$ cat config.mk
export PLATFORM = sky130hd
export DESIGN_NAME = phy_rx_unstriper
export DESIGN_NICKNAME = d
export VERILOG_FILES = /design/src/rtl/phy_rx_unstriper.sv
export SDC_FILE = /design/constraint.sdc
export NUM_CORES = 1
export LEC_CHECK = 0
export ABC_CLOCK_PERIOD_IN_PS = 2700
export CAP_MARGIN = 20
export CORE_ASPECT_RATIO = 1.4
export CORE_MARGIN = 5
export CORE_UTILIZATION = 50
export CTS_CLUSTER_DIAMETER = 100
export DETAILED_ROUTE_END_ITERATION = 10
export PLACE_DENSITY_LB_ADDON = 0.12
export REMOVE_ABC_BUFFERS = 1
export SETUP_SLACK_MARGIN = 0.05
export SYNTH_ARGS = -nofsm -noshare
export SYNTH_HDL_FRONTEND = slang
export SYNTH_SLANG_ARGS = --single-unit
$ cat constraint.sdc
create_clock -name clk_4f -period 2.7 [get_ports clk_4f]
set_input_delay 0.675 -clock clk_4f [delete_from_list [all_inputs] [get_ports clk_4f]]
set_output_delay 0.675 -clock clk_4f [all_outputs]
set_load 0.02 [all_outputs]
$ cat src/rtl/phy_rx_unstriper.sv
// Two-lane byte unstriper: per-lane deskew FIFOs feed a two-phase pairing FSM
// that rebuilds 32-bit words (lane0 carries bytes 3/1, lane1 carries bytes 2/0).
module phy_rx_unstriper #(
    parameter int DEPTH = 4
) (
    input  logic        clk_4f,
    input  logic        reset,
    input  logic [7:0]  data_in_0,
    input  logic        valid_in_0,
    input  logic [7:0]  data_in_1,
    input  logic        valid_in_1,
    output logic [31:0] data_out,
    output logic        valid_out,
    output logic        overflow_err,
    output logic        o_dbg_phase
);

    // Interface handshake: valid-only, no backpressure. A lane byte is taken
    // at every posedge where its valid_in is high; valid_out is a one-cycle
    // strobe for the word on data_out and the consumer must accept it.

    localparam int            AW       = $clog2(DEPTH);
    localparam logic [AW:0]   FULL_CNT = (AW+1)'(DEPTH);

    typedef enum logic {
        PH_HI = 1'b0,
        PH_LO = 1'b1
    } phase_t;

    phase_t          r_phase;
    phase_t          w_phase_nxt;

    logic [7:0]      r_mem0 [DEPTH];
    logic [7:0]      r_mem1 [DEPTH];
    logic [AW-1:0]   r_wptr0;
    logic [AW-1:0]   r_rptr0;
    logic [AW-1:0]   r_wptr1;
    logic [AW-1:0]   r_rptr1;
    logic [AW:0]     r_cnt0;
    logic [AW:0]     r_cnt1;

    logic [15:0]     r_hold;
    logic [31:0]     r_data_out;
    logic            r_valid_out;
    logic            r_ovf_err;

    logic            w_empty0;
    logic            w_empty1;
    logic            w_full0;
    logic            w_full1;
    logic            w_pop;
    logic            w_ovf;
    logic            w_push0;
    logic            w_push1;
    logic [7:0]      w_rd0;
    logic [7:0]      w_rd1;

    // Flags come only from registered counts, so a byte pushed this edge is
    // never popped in the same edge.
    assign w_empty0 = (r_cnt0 == '0);
    assign w_empty1 = (r_cnt1 == '0);
    assign w_full0  = (r_cnt0 == FULL_CNT);
    assign w_full1  = (r_cnt1 == FULL_CNT);
    assign w_pop    = !w_empty0 && !w_empty1;

    // A pop frees a slot in a full FIFO, so overflow needs a push with no pop.
    assign w_ovf    = ((valid_in_0 && w_full0) || (valid_in_1 && w_full1)) && !w_pop;
    assign w_push0  = valid_in_0 && !w_ovf;
    assign w_push1  = valid_in_1 && !w_ovf;

    assign w_rd0    = r_mem0[r_rptr0];
    assign w_rd1    = r_mem1[r_rptr1];

    always_ff @(posedge clk_4f) begin
        if (w_push0) begin
            r_mem0[r_wptr0] <= data_in_0;
        end
        if (w_push1) begin
            r_mem1[r_wptr1] <= data_in_1;
        end
    end

    always_ff @(posedge clk_4f or negedge reset) begin
        if (!reset) begin
            r_wptr0 <= '0;
            r_rptr0 <= '0;
            r_cnt0  <= '0;
            r_wptr1 <= '0;
            r_rptr1 <= '0;
            r_cnt1  <= '0;
        end else if (w_ovf) begin
            r_wptr0 <= '0;
            r_rptr0 <= '0;
            r_cnt0  <= '0;
            r_wptr1 <= '0;
            r_rptr1 <= '0;
            r_cnt1  <= '0;
        end else begin
            if (w_push0) begin
                r_wptr0 <= r_wptr0 + AW'(1);
            end
            if (w_push1) begin
                r_wptr1 <= r_wptr1 + AW'(1);
            end
            if (w_pop) begin
                r_rptr0 <= r_rptr0 + AW'(1);
                r_rptr1 <= r_rptr1 + AW'(1);
            end
            r_cnt0 <= r_cnt0 + (AW+1)'(w_push0) - (AW+1)'(w_pop);
            r_cnt1 <= r_cnt1 + (AW+1)'(w_push1) - (AW+1)'(w_pop);
        end
    end

    always_ff @(posedge clk_4f or negedge reset) begin
        if (!reset) begin
            r_phase <= PH_HI;
        end else begin
            r_phase <= w_phase_nxt;
        end
    end

    always_comb begin
        w_phase_nxt = r_phase;
        if (w_ovf) begin
            w_phase_nxt = PH_HI;
        end else if (w_pop) begin
            case (r_phase)
                PH_HI:   w_phase_nxt = PH_LO;
                PH_LO:   w_phase_nxt = PH_HI;
                default: w_phase_nxt = PH_HI;
            endcase
        end
    end

    always_ff @(posedge clk_4f or negedge reset) begin
        if (!reset) begin
            r_hold      <= '0;
            r_data_out  <= '0;
            r_valid_out <= 1'b0;
            r_ovf_err   <= 1'b0;
        end else begin
            r_valid_out <= 1'b0;
            if (w_ovf) begin
                r_hold    <= '0;
                r_ovf_err <= 1'b1;
            end else if (w_pop) begin
                if (r_phase == PH_HI) begin
                    r_hold <= {w_rd0, w_rd1};
                end else begin
                    r_data_out  <= {r_hold, w_rd0, w_rd1};
                    r_valid_out <= 1'b1;
                end
            end
        end
    end

    assign data_out     = r_data_out;
    assign valid_out    = r_valid_out;
    assign overflow_err = r_ovf_err;
    assign o_dbg_phase  = r_phase;

endmodule
# == After elaboration in Yosys (flattened, before gate mapping) ==
# Memory sizes are Yosys's and may differ from the RTL's.
# Index checks and enable logic that the tools add are counted.
# totals
mem_count,2
ram_bits,64
reg_bits,65
rom_bits,0
latchBits,0
elab_cells,67
output_inout_bits,35
# mem_list
memory,depth,width,read_ports,rd_ports_with_merged_regs,wr,line_no,text
r_mem0,4,8,1,0,1,33,logic [7:0] r_mem0 [DEPTH];
r_mem1,4,8,1,0,1,34,logic [7:0] r_mem1 [DEPTH];
# op_classes
mux,23
n_eq_ne,3
n_shift,0
n_mul,0
order_cmp,0
div,0
addsub,8
reduce_logical,18
n_bitwise,2
# op_table
cell,n
two-way mux 16 bit,3
two-way mux 2 bit,8
two-way mux 1 bit,9
"adder 2 x 1 -> 2 bit, second input constant",4
adder 3 x 1 -> 3 bit,2
"== test 3 bit, second input constant",2
logical AND 1 bit,6
zero test 3 bit,2
two-way mux 3 bit,2
nonzero test 2 bit,3
subtractor 3 x 1 -> 3 bit,2
zero test 1 bit,4
AND reduction 3 bit,1
"!= test 2 x 1 -> 1 bit, second input constant",1
NOT 1 bit,2
one-hot mux 1 bit (2 select lines),1
AND reduction 2 bit,1
logical OR 1 bit,1

# == Longest topological paths before layout ==
# Gate-level depths: netlist of run 1.
# logic_depth
word_depth,10
mapped_depth,12
mapped_depth_nobuf,12

# == Worst setup path before layout of run 1 ==
# No wires, ideal clock.
# synth_timing
kind,reg-to-reg
start,reg r_cnt0[1]
end,reg r_cnt1[2]
stages_incl_launch_ff,13
path_buffers,0
arrival_time_ns,2.373
setup_ns,0.119
slack_ns,0.208
period_less_slack_ns,2.492
cell_sequence,dfrtp_1 -> or3_4 -> a22oi_2 -> nor2b_1 -> inv_1 -> ha_1 -> inv_1 -> ha_1 -> inv_1 -> fa_1 -> xor2_1 -> xnor2_1 -> nor2_1
# synth_between
elab_chain_len,10
# synth_rtl
element,line_no,text
"start, declared",39,logic [AW:0] r_cnt0;
"start signal, assigned",109,r_cnt0 <= r_cnt0 + (AW+1)'(w_push0) - (AW+1)'(w_pop);
zero test 3 bit,60,assign w_empty0 = (r_cnt0 == '0);
zero test 1 bit,64,assign w_pop = !w_empty0 && !w_empty1;
logical AND 1 bit,64,
zero test 1 bit,67,assign w_ovf = ((valid_in_0 && w_full0) || (valid_in_1 && w_full1)) && !w_pop;
logical AND 1 bit,67,
zero test 1 bit,69,assign w_push1 = valid_in_1 && !w_ovf;
logical AND 1 bit,69,
adder 3 x 1 -> 3 bit,110,r_cnt1 <= r_cnt1 + (AW+1)'(w_push1) - (AW+1)'(w_pop);
subtractor 3 x 1 -> 3 bit,110,
two-way mux 3 bit *,91,end else if (w_ovf) begin
"end signal, assigned",110,
"end, declared",40,logic [AW:0] r_cnt1;
# Every way passes the cells marked *; elsewhere a longest branch is shown, timed or not.
# A chain may end at the register's enable or synchronous reset.

# == Final worst setup path of run 1 ==
# Ends and elaborated chain as after synthesis.

==> flow_summary.yaml, run 1 <==
global_route:
  met1_usage: 0.192
  grt_antenna_before_repair: 0
  top_usage_layer: "met2"
  use_met3: 0.0517
  grt-ovfl-total: 0
  grt_pass1_vias: 2790
  grt_pass1_wl_um: 14600
  grt_max_degree: 32
  gr-usage-all-layers: 0.163
  grtUsageMet2: 0.279
clocking:
  clk_pin_slew_worst_paths_ns: 0.05
  cts_made_buffers: 17
  h-tree-depth: 4
  clock_sinks: 129
  ctsHoldBuffers: 0
  ctsLongestPathBuffers: 2
  cts_tree: "yes"
  cts_root_buf: "clkbuf_16"
  worstSkewPairLatency_ns: 0.40
die:
  fp.dieW_um: 95.1
  dieArea_mm2: 0.0123
  start_util: 0.512
  core_region_area_mm2: 0.00990
  io_pins: 55
  rows: 43
  fp.dieH_um: 129
setup_path:
  worstSetupPathType: "reg -> reg"
  cp-startpoint: "r_cnt0[1]"
  path_common_cell: "inv_2"
  crit-reg2reg-capture: "r_cnt1[2]"
  worstPathRequired_ns: 2.99
  end_kind: "flop"
  path_max_fanout: 3
  worst-endpoint-arrival_ns: 2.86
  reg2reg_from: "r_cnt0[1]"
  cp-endpoint: "r_cnt1[2]"
  slowest_stage: "or3_4"
  cp-start-kind: "flop"
  crit_chain: "or3_4 -> a22oi_2 -> buf_4 -> nor2b_4 -> inv_2 -> ha_4 -> inv_2 -> ha_2 -> inv_2 -> fa_2 -> xor2_1 -> xnor2_1 -> nor2_1"
  r2r_slack_ns: 0.13
  reg2reg_depth: 13
  cpPeakStageDelay_ns: 0.42
synthesis:
  async_reset_ff_frac: 0.504
  ys_types: 31
  synth_mux_area_frac: 0.148
  synth_area_leaders: "edfxtp_1, dfrtp_1, mux4_2"
  synth_xor_area_frac: 0.0104
  synth-compound-area-share: 0.0385
  avgSynthCellArea_um2: 18.0
  synth_cells: 282
  synth_seq_cells: 129
  synth-adder-area-share: 0.0376
  synth-simple-area-share: 0.0423
  synth_top_family_by_area: "multiplexers"
  synth_area_mm2: 0.00506
  synth.top_cell.area_share: 0.380
  synth_edf_count: 64
  yosys.area.top_type: "edfxtp_1"
  seq_area_frac_synth: 0.701
  synth_ff_type: "dfrtp_1"
  yosysWarningCount: 0
routing:
  viasPerCell: 5.17
  wire_per_inst_um: 17.2
  num_vias: 2657
  drt_pass1_iterations: 4
  drc: 0
  ant_nets: 0
  drt-initial-drc-count: 137
  wirelength_um: 8830
power_and_ir_drop:
  leakage_nw: 2.61
  total_power_mw: 8.68
  vdd_drop_max_mv: 0.632
  power_density_mw_per_mm2: 1340
placement:
  hpwl_um: 6090
  place.gp.congestion: 0.732
  dpl_cell_area_mm2: 0.00584
  portBuffers: 54
finish:
  nets: 400
  stdcell_area_mm2: 0.00648
  area.growth.synth_to_final_pct: 28.0
  fillers: 752
  drive_gt1_frac: 0.296
  mostFrequentLayoutCell: "dfrtp_1"
  final_cell_mix: "dfrtp_1, edfxtp_1, clkdlybuf4s50_1"
  antenna_cells: 0
timing:
  maxSlewHeadroom: 0.443
  finClkSkew_ns: 0.00529
  finalCritPeriodShare: 0.951
  fmax_ghz: 0.389
  tns_ns: 0
  post-route-min-period_ns: 2.57
  rsz0062_at_grt: "yes"
  slew_viol_final: 0
  hold_violations: 0
  finalSetupViolCount: 0
  max_slew.worst_pin.slew_ns: 0.835
hold_path:
  hp-class: "in -> async"
run_status:
  status: "finished clean"
flow_run:
  drv_cap: 0
## repair_timing
item	in CTS	in global routing
gates resized for setup	0	12
setup endpoints to repair	0	2
setup buffers	0	5
## state kept, by name (all words and copies together) (netlist names)
name,count
r_wptr1,2
r_hold,16
r_rptr0,2
valid_out,1
r_wptr0,2
r_cnt0,3
r_rptr1,2
data_out,32
r_cnt1,3
overflow_err,1
r_mem1,32
r_mem0,32
o_dbg_phase,1
## critical path, delay by kind of cell, from the launching register on
kind                       cells  cell delay (ns)
adders and majority gates      3             0.68
and+or+nand+nor                3             0.52
DFF                            1             0.38
xor gates and xnor gates       2             0.32
buffers and inverters          4             0.31
AOI/OAI and AO/OA              1             0.25
## Yosys cell counts (all sizes together) (4+ instances only)
cell type / n
dfrtp: 65
nand2: 4
nor2: 10
mux2: 32
ha: 12
mux4: 16
edfxtp: 64
nor2b: 4
inv: 14
buf: 10
a22o: 17
xnor2: 4
and2: 8
## routing by layer
| metal | routed length (µm) | part of all wire | vias up |
|---|---|---|---|
| met3 | 357 | 0.040 | 11 |
| met4 | 111 | 0.013 | 0 |
| met5 | 0 | 0 | - |
| li1 | - | - | 1223 |
| met2 | 4930 | 0.56 | 64 |
| met1 | 3430 | 0.39 | 1359 |
## metrics by stage
stage / instances / hold slack [ns] / setup WS (ns) / util
finish: 514 / 0.323 / 0.131 / 0.655
global placement: 477 / 0.467 / -0.301 / 0.590
floorplan: 272 / 0.379 / -0.0347 / -
CTS: 509 / 0.341 / 0.0540 / 0.647
detailed placement: 477 / 0.468 / -0.389 / 0.590
global route: 514 / 0.380 / 0.00777 / 0.655
## worst min-delay path by stage
stage,start,depth (start not counted),slack (ns),to
2_1_floorplan,reset,0,0.38,data_out[0]
3_3_place_gp,overflow_err,1,0.47,overflow_err
3_5_place_dp,overflow_err,1,0.47,overflow_err
4_1_cts,reset,1,0.34,data_out[21]
5_1_grt,reset,1,0.38,data_out[21]
6_report,reset,1,0.32,data_out[21]
## report_power, final
part	switching [mW]	internal, mW	total, mW
combinational	1.52	1.75	3.27
sequential	0.465	2.80	3.27
clock	0.766	1.37	2.14
## cell families after synthesis
family / Yosys count
AO/OA/AOI/OAI: 24
XOR/XNOR: 6
adder cells (fa/ha/maj): 14
buffers and inverters: 24
flip-flops: 129
multiplexers: 51
AND/OR/NAND/NOR: 34
## final cells by class
type / instances / area (µm²) / share of cell area
multi-input combinational: 129 / 1440 / 0.222
timing repair buffer: 75 / 711 / 0.110
clock inverter: 11 / 115 / 0.0178
clock buffer: 21 / 450 / 0.0695
inverter: 14 / 52.6 / 0.00810
tap: 135 / 169 / 0.0261
sequential: 129 / 3550 / 0.547
Power figures use the tool's default switching activity.
==> inputs of run 2 (changes only) <==
--- a/config.mk
+++ b/config.mk
@@ -18,3 +18,4 @@
 export SYNTH_ARGS = -nofsm -noshare
 export SYNTH_HDL_FRONTEND = slang
 export SYNTH_SLANG_ARGS = --single-unit
+export TNS_END_PERCENT = 50
==> results of run 2 <==
No change in the layout: final DEF, timing and power equal those of run 1.
